===== src/rtl/clock_bank.sv =====
// Multi-channel programmable divided clock and period tick with shadowed, glitch-free reprogramming.
// Optional CLOCK_BANK_SYNC_EN adds i_sync, which zeroes all channel counters to phase-align them.
module clock_bank #(
    parameter int p_channels = 4,
    parameter int p_width    = 16,
    parameter int p_div      = 49,
    parameter int p_high     = 25,
    localparam int CHW       = (p_channels > 1) ? $clog2(p_channels) : 1
) (
    input  logic                  i_clk,
    input  logic                  i_rst,
    input  logic [p_channels-1:0] i_stop,
    input  logic                  i_wr,
    input  logic [CHW-1:0]        i_ch,
    input  logic [p_width-1:0]    i_div,
    input  logic [p_width-1:0]    i_high,
`ifdef CLOCK_BANK_SYNC_EN
    input  logic                  i_sync,
`endif
    output logic [p_channels-1:0] o_out,
    output logic [p_channels-1:0] o_tick,
    output logic [p_channels-1:0] o_pend
);

    logic [p_width-1:0]    cnt_q    [p_channels];
    logic [p_width-1:0]    cnt_d    [p_channels];
    logic [p_width-1:0]    div_q    [p_channels];
    logic [p_width-1:0]    div_d    [p_channels];
    logic [p_width-1:0]    high_q   [p_channels];
    logic [p_width-1:0]    high_d   [p_channels];
    logic [p_width-1:0]    div_s_q  [p_channels];
    logic [p_width-1:0]    div_s_d  [p_channels];
    logic [p_width-1:0]    high_s_q [p_channels];
    logic [p_width-1:0]    high_s_d [p_channels];
    logic [p_channels-1:0] pend_q, pend_d;
    logic [p_channels-1:0] out_q, out_d;
    logic [p_channels-1:0] tick_q, tick_d;

    always_comb begin
        for (int k = 0; k < p_channels; k++) begin
            cnt_d[k]    = cnt_q[k];
            div_d[k]    = div_q[k];
            high_d[k]   = high_q[k];
            div_s_d[k]  = div_s_q[k];
            high_s_d[k] = high_s_q[k];
            pend_d[k]   = pend_q[k];
            out_d[k]    = out_q[k];
            tick_d[k]   = 1'b0;

            if (!i_stop[k]) begin
                out_d[k]  = (cnt_q[k] < high_q[k]);
                tick_d[k] = (cnt_q[k] == '0);
                if (cnt_q[k] == div_q[k]) begin
                    cnt_d[k] = '0;
                    // Shadow values only take effect on the wrap, so a period is never cut short.
                    if (pend_q[k]) begin
                        div_d[k]  = div_s_q[k];
                        high_d[k] = high_s_q[k];
                        pend_d[k] = 1'b0;
                    end
                end else begin
                    cnt_d[k] = cnt_q[k] + p_width'(1);
                end
            end

`ifdef CLOCK_BANK_SYNC_EN
            if (i_sync) begin
                cnt_d[k] = '0;
                if (pend_q[k]) begin
                    div_d[k]  = div_s_q[k];
                    high_d[k] = high_s_q[k];
                end
                pend_d[k] = 1'b0;
            end
`endif

            // Applied last so a write coinciding with a wrap or sync stays pending.
            // Out-of-range channel indices match no k and are dropped.
            if (i_wr && (i_ch == CHW'(k))) begin
                div_s_d[k]  = i_div;
                high_s_d[k] = i_high;
                pend_d[k]   = 1'b1;
            end
        end
    end

    always_ff @(posedge i_clk or negedge i_rst) begin
        if (!i_rst) begin
            for (int k = 0; k < p_channels; k++) begin
                cnt_q[k]    <= '0;
                div_q[k]    <= p_width'(p_div);
                high_q[k]   <= p_width'(p_high);
                div_s_q[k]  <= p_width'(p_div);
                high_s_q[k] <= p_width'(p_high);
            end
            pend_q <= '0;
            out_q  <= '0;
            tick_q <= '0;
        end else begin
            for (int k = 0; k < p_channels; k++) begin
                cnt_q[k]    <= cnt_d[k];
                div_q[k]    <= div_d[k];
                high_q[k]   <= high_d[k];
                div_s_q[k]  <= div_s_d[k];
                high_s_q[k] <= high_s_d[k];
            end
            pend_q <= pend_d;
            out_q  <= out_d;
            tick_q <= tick_d;
        end
    end

    assign o_out  = out_q;
    assign o_tick = tick_q;
    assign o_pend = pend_q;

endmodule


===== config.mk =====
export PLATFORM = sky130hd
export DESIGN_NAME = clock_bank
export DESIGN_NICKNAME = d
export VERILOG_FILES = /design/src/rtl/clock_bank.sv
export SDC_FILE = /design/constraint.sdc
export NUM_CORES = 1
export LEC_CHECK = 0
export CAP_MARGIN = 0
export CORE_MARGIN = 2
export CORE_UTILIZATION = 45
export CTS_BUF_LIST = sky130_fd_sc_hd__clkbuf_4 sky130_fd_sc_hd__clkbuf_8
export DETAILED_ROUTE_END_ITERATION = 16
export HOLD_SLACK_MARGIN = 0.06
export PLACE_DENSITY = 0.61
export REMOVE_ABC_BUFFERS = 1
export SYNTH_ARGS = -nofsm -noshare
export SYNTH_HDL_FRONTEND = slang
export SYNTH_SLANG_ARGS = --single-unit

===== constraint.sdc =====
create_clock -name i_clk -period 4.25 [get_ports i_clk]
set_input_delay 0.85 -clock i_clk [delete_from_list [all_inputs] [get_ports i_clk]]
set_output_delay 0.85 -clock i_clk [all_outputs]
set_load 0.1 [all_outputs]

==> Word-level counts from Yosys, hierarchy flattened <==
Index checks and enable logic that the tools add are counted.
{ "word_totals": {"ff_bits": 332, "inputBits": 41, "output_inout_bits": 12} }
{ "classes": {"n_bitwise": 4, "muxes": 20, "n_reduce_logical": 21, "n_eq_ne": 11, "n_lt_le_gt_ge": 4, "n_addsub": 4} }
{ "ops": {"columns": ["operator", "count"], "rows": [
  ["adder 16 x 1 -> 16 bit, second input constant", 4],
  ["equality test 16 bit", 4],
  ["logical NOT 16 bit", 4],
  ["less-than comparator 16 bit", 4],
  ["2-to-1 mux 16 bit", 4],
  ["2-to-1 mux 1 bit", 16],
  ["AND reduction 3 bit", 4],
  ["inequality test 2 x 1 -> 1 bit, second input constant", 4],
  ["AND reduction 2 bit", 4],
  ["nonzero test 2 bit", 4],
  ["equality test 2 bit, second input constant", 2],
  ["logical AND 1 bit", 4],
  ["inverter 1 bit", 4],
  ["equality test 2 x 1 -> 1 bit, second input constant", 1],
  ["logical NOT 2 bit", 1]
]} }

==> Logic depth before layout (Yosys ltp) <==
{ "depth": {"ltp_word": 4, "ltp_mapped": 7} }

==> Worst setup path before layout <==
OpenSTA, ideal clock, no wires.
{ "synth_timing": {"kind": "register to register", "start": "reg cnt_q[53] (netlist bit)", "end": "reg div_q[50] (netlist bit)", "arrival_ps": 2108, "stages_incl_launch_ff": 8, "path_buffers": 2, "path_slack_ps": 2017, "period_less_slack_ps": 2233, "cell_sequence": "dfrtp_1 > buf_4 > xor2_1 > nor4_1 > nand4_2 > nor3b_4 > buf_6 > mux2_2"} }
{ "synth_between": {"elab_chain_cells": 2} }
{ "synth_rtl": {"columns": ["item", "line_no", "text"], "rows": [
  ["start: declaration", "25", "logic [p_width-1:0] cnt_q [p_channels];"],
  ["start signal: indexed assignment", "101", "cnt_q[k] <= cnt_d[k];"],
  ["equality test 16 bit", "53", "if (cnt_q[k] == div_q[k]) begin"],
  ["AND reduction 3 bit (no line)", null, null],
  ["end signal: indexed assignment", "91", "div_q[k] <= p_width'(p_div);"],
  ["end signal: indexed assignment", "102", "div_q[k] <= div_d[k];"],
  ["end: declaration", "27", "logic [p_width-1:0] div_q [p_channels];"]
]} }
Every way passes these cells.
A chain may end at the register's enable or synchronous reset.

==> Worst setup path after layout <==
{ "layout_timing": {"start": "reg pend_q[3], in the netlist o_pend[3]", "end": "out o_pend[3]"} }
{ "layout_rtl": {"columns": ["item", "line_no", "text"], "rows": [
  ["start: declaration", "35", "logic [p_channels-1:0] pend_q, pend_d;"],
  ["start signal: assignment", "107", "pend_q <= pend_d;"],
  ["end: declaration", "22", "output logic [p_channels-1:0] o_pend"]
]} }
No word-level cell between the ends.

==> flow_metrics.env <==
export IMPL_ctsHoldBuffers=0
export IMPL_tns_ns=0
export IMPL_crit_chain="clkdlybuf4s50_1"
export IMPL_peakVddDrop_mv=0.3993
export IMPL_drtAntennaViolNets=0
export IMPL_fillers=3097
export IMPL_vias_per_cell=5.296
export IMPL_cpLargestDelayFamily="buffers and inverters"
export IMPL_post_synth_top_count_cell="dfrtp_1"
export IMPL_synth_edf_count=0
export IMPL_place_area_sq_mm=0.01676
export IMPL_synth_compound_area_frac=0.05097
export IMPL_hp_class="in2async"
export IMPL_ys_seq_area_frac=0.5318
export IMPL_grt_pass1_vias=9988
export IMPL_reg2reg_depth=7
export IMPL_io_buffers=52
export IMPL_drtPass1Iterations=5
export IMPL_final_area_sq_mm=0.01794
export IMPL_place_ws_ns=1.376
export IMPL_max_freq_mhz=332.5
export IMPL_fin_skew_ns=0.02233
export IMPL_drv_slew=0
export IMPL_synth_area_top_cells="dfrtp_1, mux2_2, dfstp_2"
export IMPL_die_width_um=191
export IMPL_cap_violations=0
export IMPL_synthSimpleGateAreaFrac=0.09287
export IMPL_cts_resized=0
export IMPL_drt_initial_drc_count=499
export IMPL_die_area_sq_mm=0.03648
export IMPL_ys_top_cells_by_count="dfrtp_1, mux2_2, xor2_1"
export IMPL_synth_warnings=0
export IMPL_io_pin_count=53
export IMPL_synth_seq_cells=332
export IMPL_drc=0
export IMPL_vias=9745
export IMPL_min_period_ns=3.008
export IMPL_wire_per_inst_um=18.96
export IMPL_finalNetCount=1447
export IMPL_cp_arrival_ns=2.16
export IMPL_syn_inst=1266
export IMPL_area_growth_pct=13.99
export IMPL_syn_avg_cell_area_sq_um=12.43
export IMPL_pwr_density_cell_mw_per_mm2=580.7
export IMPL_ctsRootBufferMaster="clkbuf_8"
export IMPL_crit_path_end_kind="output pin"
export IMPL_cts_sinks=332
export IMPL_grt_start_max_net_pins=86
export IMPL_setup_worst_path_start="o_pend[3]"
export IMPL_finalCritPeriodShare=0.7077
export IMPL_synthAdderAreaFrac=0.05407
export IMPL_path_depth=1
export IMPL_r2r_start="cnt_q[5]"
export IMPL_dp_hpwl_mm=23.53
export IMPL_critPathSlowestCell="clkdlybuf4s50_1"
export IMPL_critPathRequiredTime_ns=3.40
export IMPL_grt_use_total=0.1996
export IMPL_cts_buffer_depth=3
export IMPL_grt_pass1_wl_mm=56.42
export IMPL_worstSetupPathType="reg2out"
export IMPL_cts_buffers=55
export IMPL_synth_xor_area_share=0.05009
export IMPL_worstMarginPinSlew_ns=0.9924
export IMPL_status="complete, no violations"
export IMPL_yosys_area_top_type_share=0.4516
export IMPL_antenna_found_initial=4
export IMPL_cts_setup_buffers=0
export IMPL_async_flop_share=1.000
export IMPL_globalplace_congestion=0.8585
export IMPL_finalSetupViolCount=0
export IMPL_synth_main_ff_cell="dfrtp_1"
export IMPL_p_leak_uw=0.008292
export IMPL_die_h_um=191
export IMPL_syn_area_sq_mm=0.01574
export IMPL_path_buf_inv=1
export IMPL_synth_top_cell_by_area="dfrtp_1"
export IMPL_htreeDepth=2
export IMPL_start_util=0.4567
export IMPL_clock_latency_ns=0.61
export IMPL_grt_setup_unrepaired="no"
export IMPL_final_core_util=0.5206
export IMPL_clkTransAtPathRegs_ns=0.07
export IMPL_rows=68
export IMPL_finalHoldViolCount=0
export IMPL_drive_gt1_frac=0.3027
export IMPL_synth_top_family_by_area="multiplexers"
export IMPL_cp_slowest_stage_delay_ns=1.15
export IMPL_wirelength_mm=34.89
export IMPL_cts_tree="built"
export IMPL_ys_types=41
export IMPL_fin_ws_ns=1.242
export IMPL_cp_max_fo=3
export IMPL_total_power_uw=10420
export IMPL_coreArea_sq_mm=0.03446
export IMPL_synth_mux_area_frac=0.1853
export IMPL_grt_overflow=0
export IMPL_relSlewSlack=0.3363
export IMPL_cp_start_kind="register"
==> path summary, 6_finish.rpt <==
kind | endpoint | slack (ns)
max in group asynchronous | high_q[49] | 2.89
min | cnt_q[23] | 0.24
min in group i_clk | high_q[33] | 0.48
max reg2reg | high_q[10] | 1.45
min reg2reg | high_q[33] | 0.48
max | o_pend[3] | 1.24
==> through the flow <==
stage	hold slack, ns	std cells
after floorplan	0.4581	1211
after global placement	0.4672	1736
after detailed placement	0.4747	1736
after CTS	0.2336	1839
after global routing	0.2763	1839
final	0.2391	1840
==> area by class of cell <==
type	instances	area (sq um)	share of cell area
multi-input cells	808	6842	0.3814
clock buffers	88	1099	0.06124
diodes	1	2.502	0.0001395
clock inverters	15	81.33	0.004534
inverters	71	266.5	0.01486
well taps	455	569.3	0.03174
flip-flops and latches	332	8368	0.4665
repair buffers	70	710.7	0.03962
==> where the power goes <==
group	switching, uW	leakage [uW]	internal, uW
clock network	1300	0.000642	1640
logic	1330	0.00355	1330
registers	742	0.00410	4080
total	3360	0.00829	7050
==> routing by layer <==
layer  share of wire  global-route usage  wire length (um)
met5         0.00054                   0                19
met4           0.024             0.05784               835
met3           0.044             0.03653              1547
met2            0.45              0.3123             15710
met1            0.48              0.2833             16780
==> state kept, by name, summed over array words and instances (netlist names) <==
register,flops
cnt_q,64
div_q,64
div_s_q,64
high_q,64
high_s_q,64
o_out,4
o_pend,4
o_tick,4
==> cell usage in the layout, fill, tap and decap left out, drive strengths merged, types with 5 or more instances in the layout <==
cell	Yosys	routed
xnor2	11	11
nor3b	10	10
buf	18	19
mux2	259	259
clkdlybuf4s50	0	51
and3	5	5
a21o	32	32
nor2b	12	12
inv	71	72
nand2b	5	5
nor4	33	33
nor2	60	60
nor4b	7	7
ha	68	68
dfrtp	284	284
nand3	34	34
nor3	13	13
nand4	22	22
clkinv	0	13
clkbuf	37	88
a22o	26	26
o21ai	24	24
and4	8	8
xor2	79	79
nand2	54	54
dfstp	48	48
a21oi	28	28
==> cells by family after synthesis <==
kind of cell | count (synthesis)
adders and majority gates | 68
DFF | 332
AOI/OAI and AO/OA | 119
buffers and inverters | 126
muxes | 259
and+or+nand+nor | 272
xor gates and xnor gates | 90
Power figures use the tool's default switching activity.
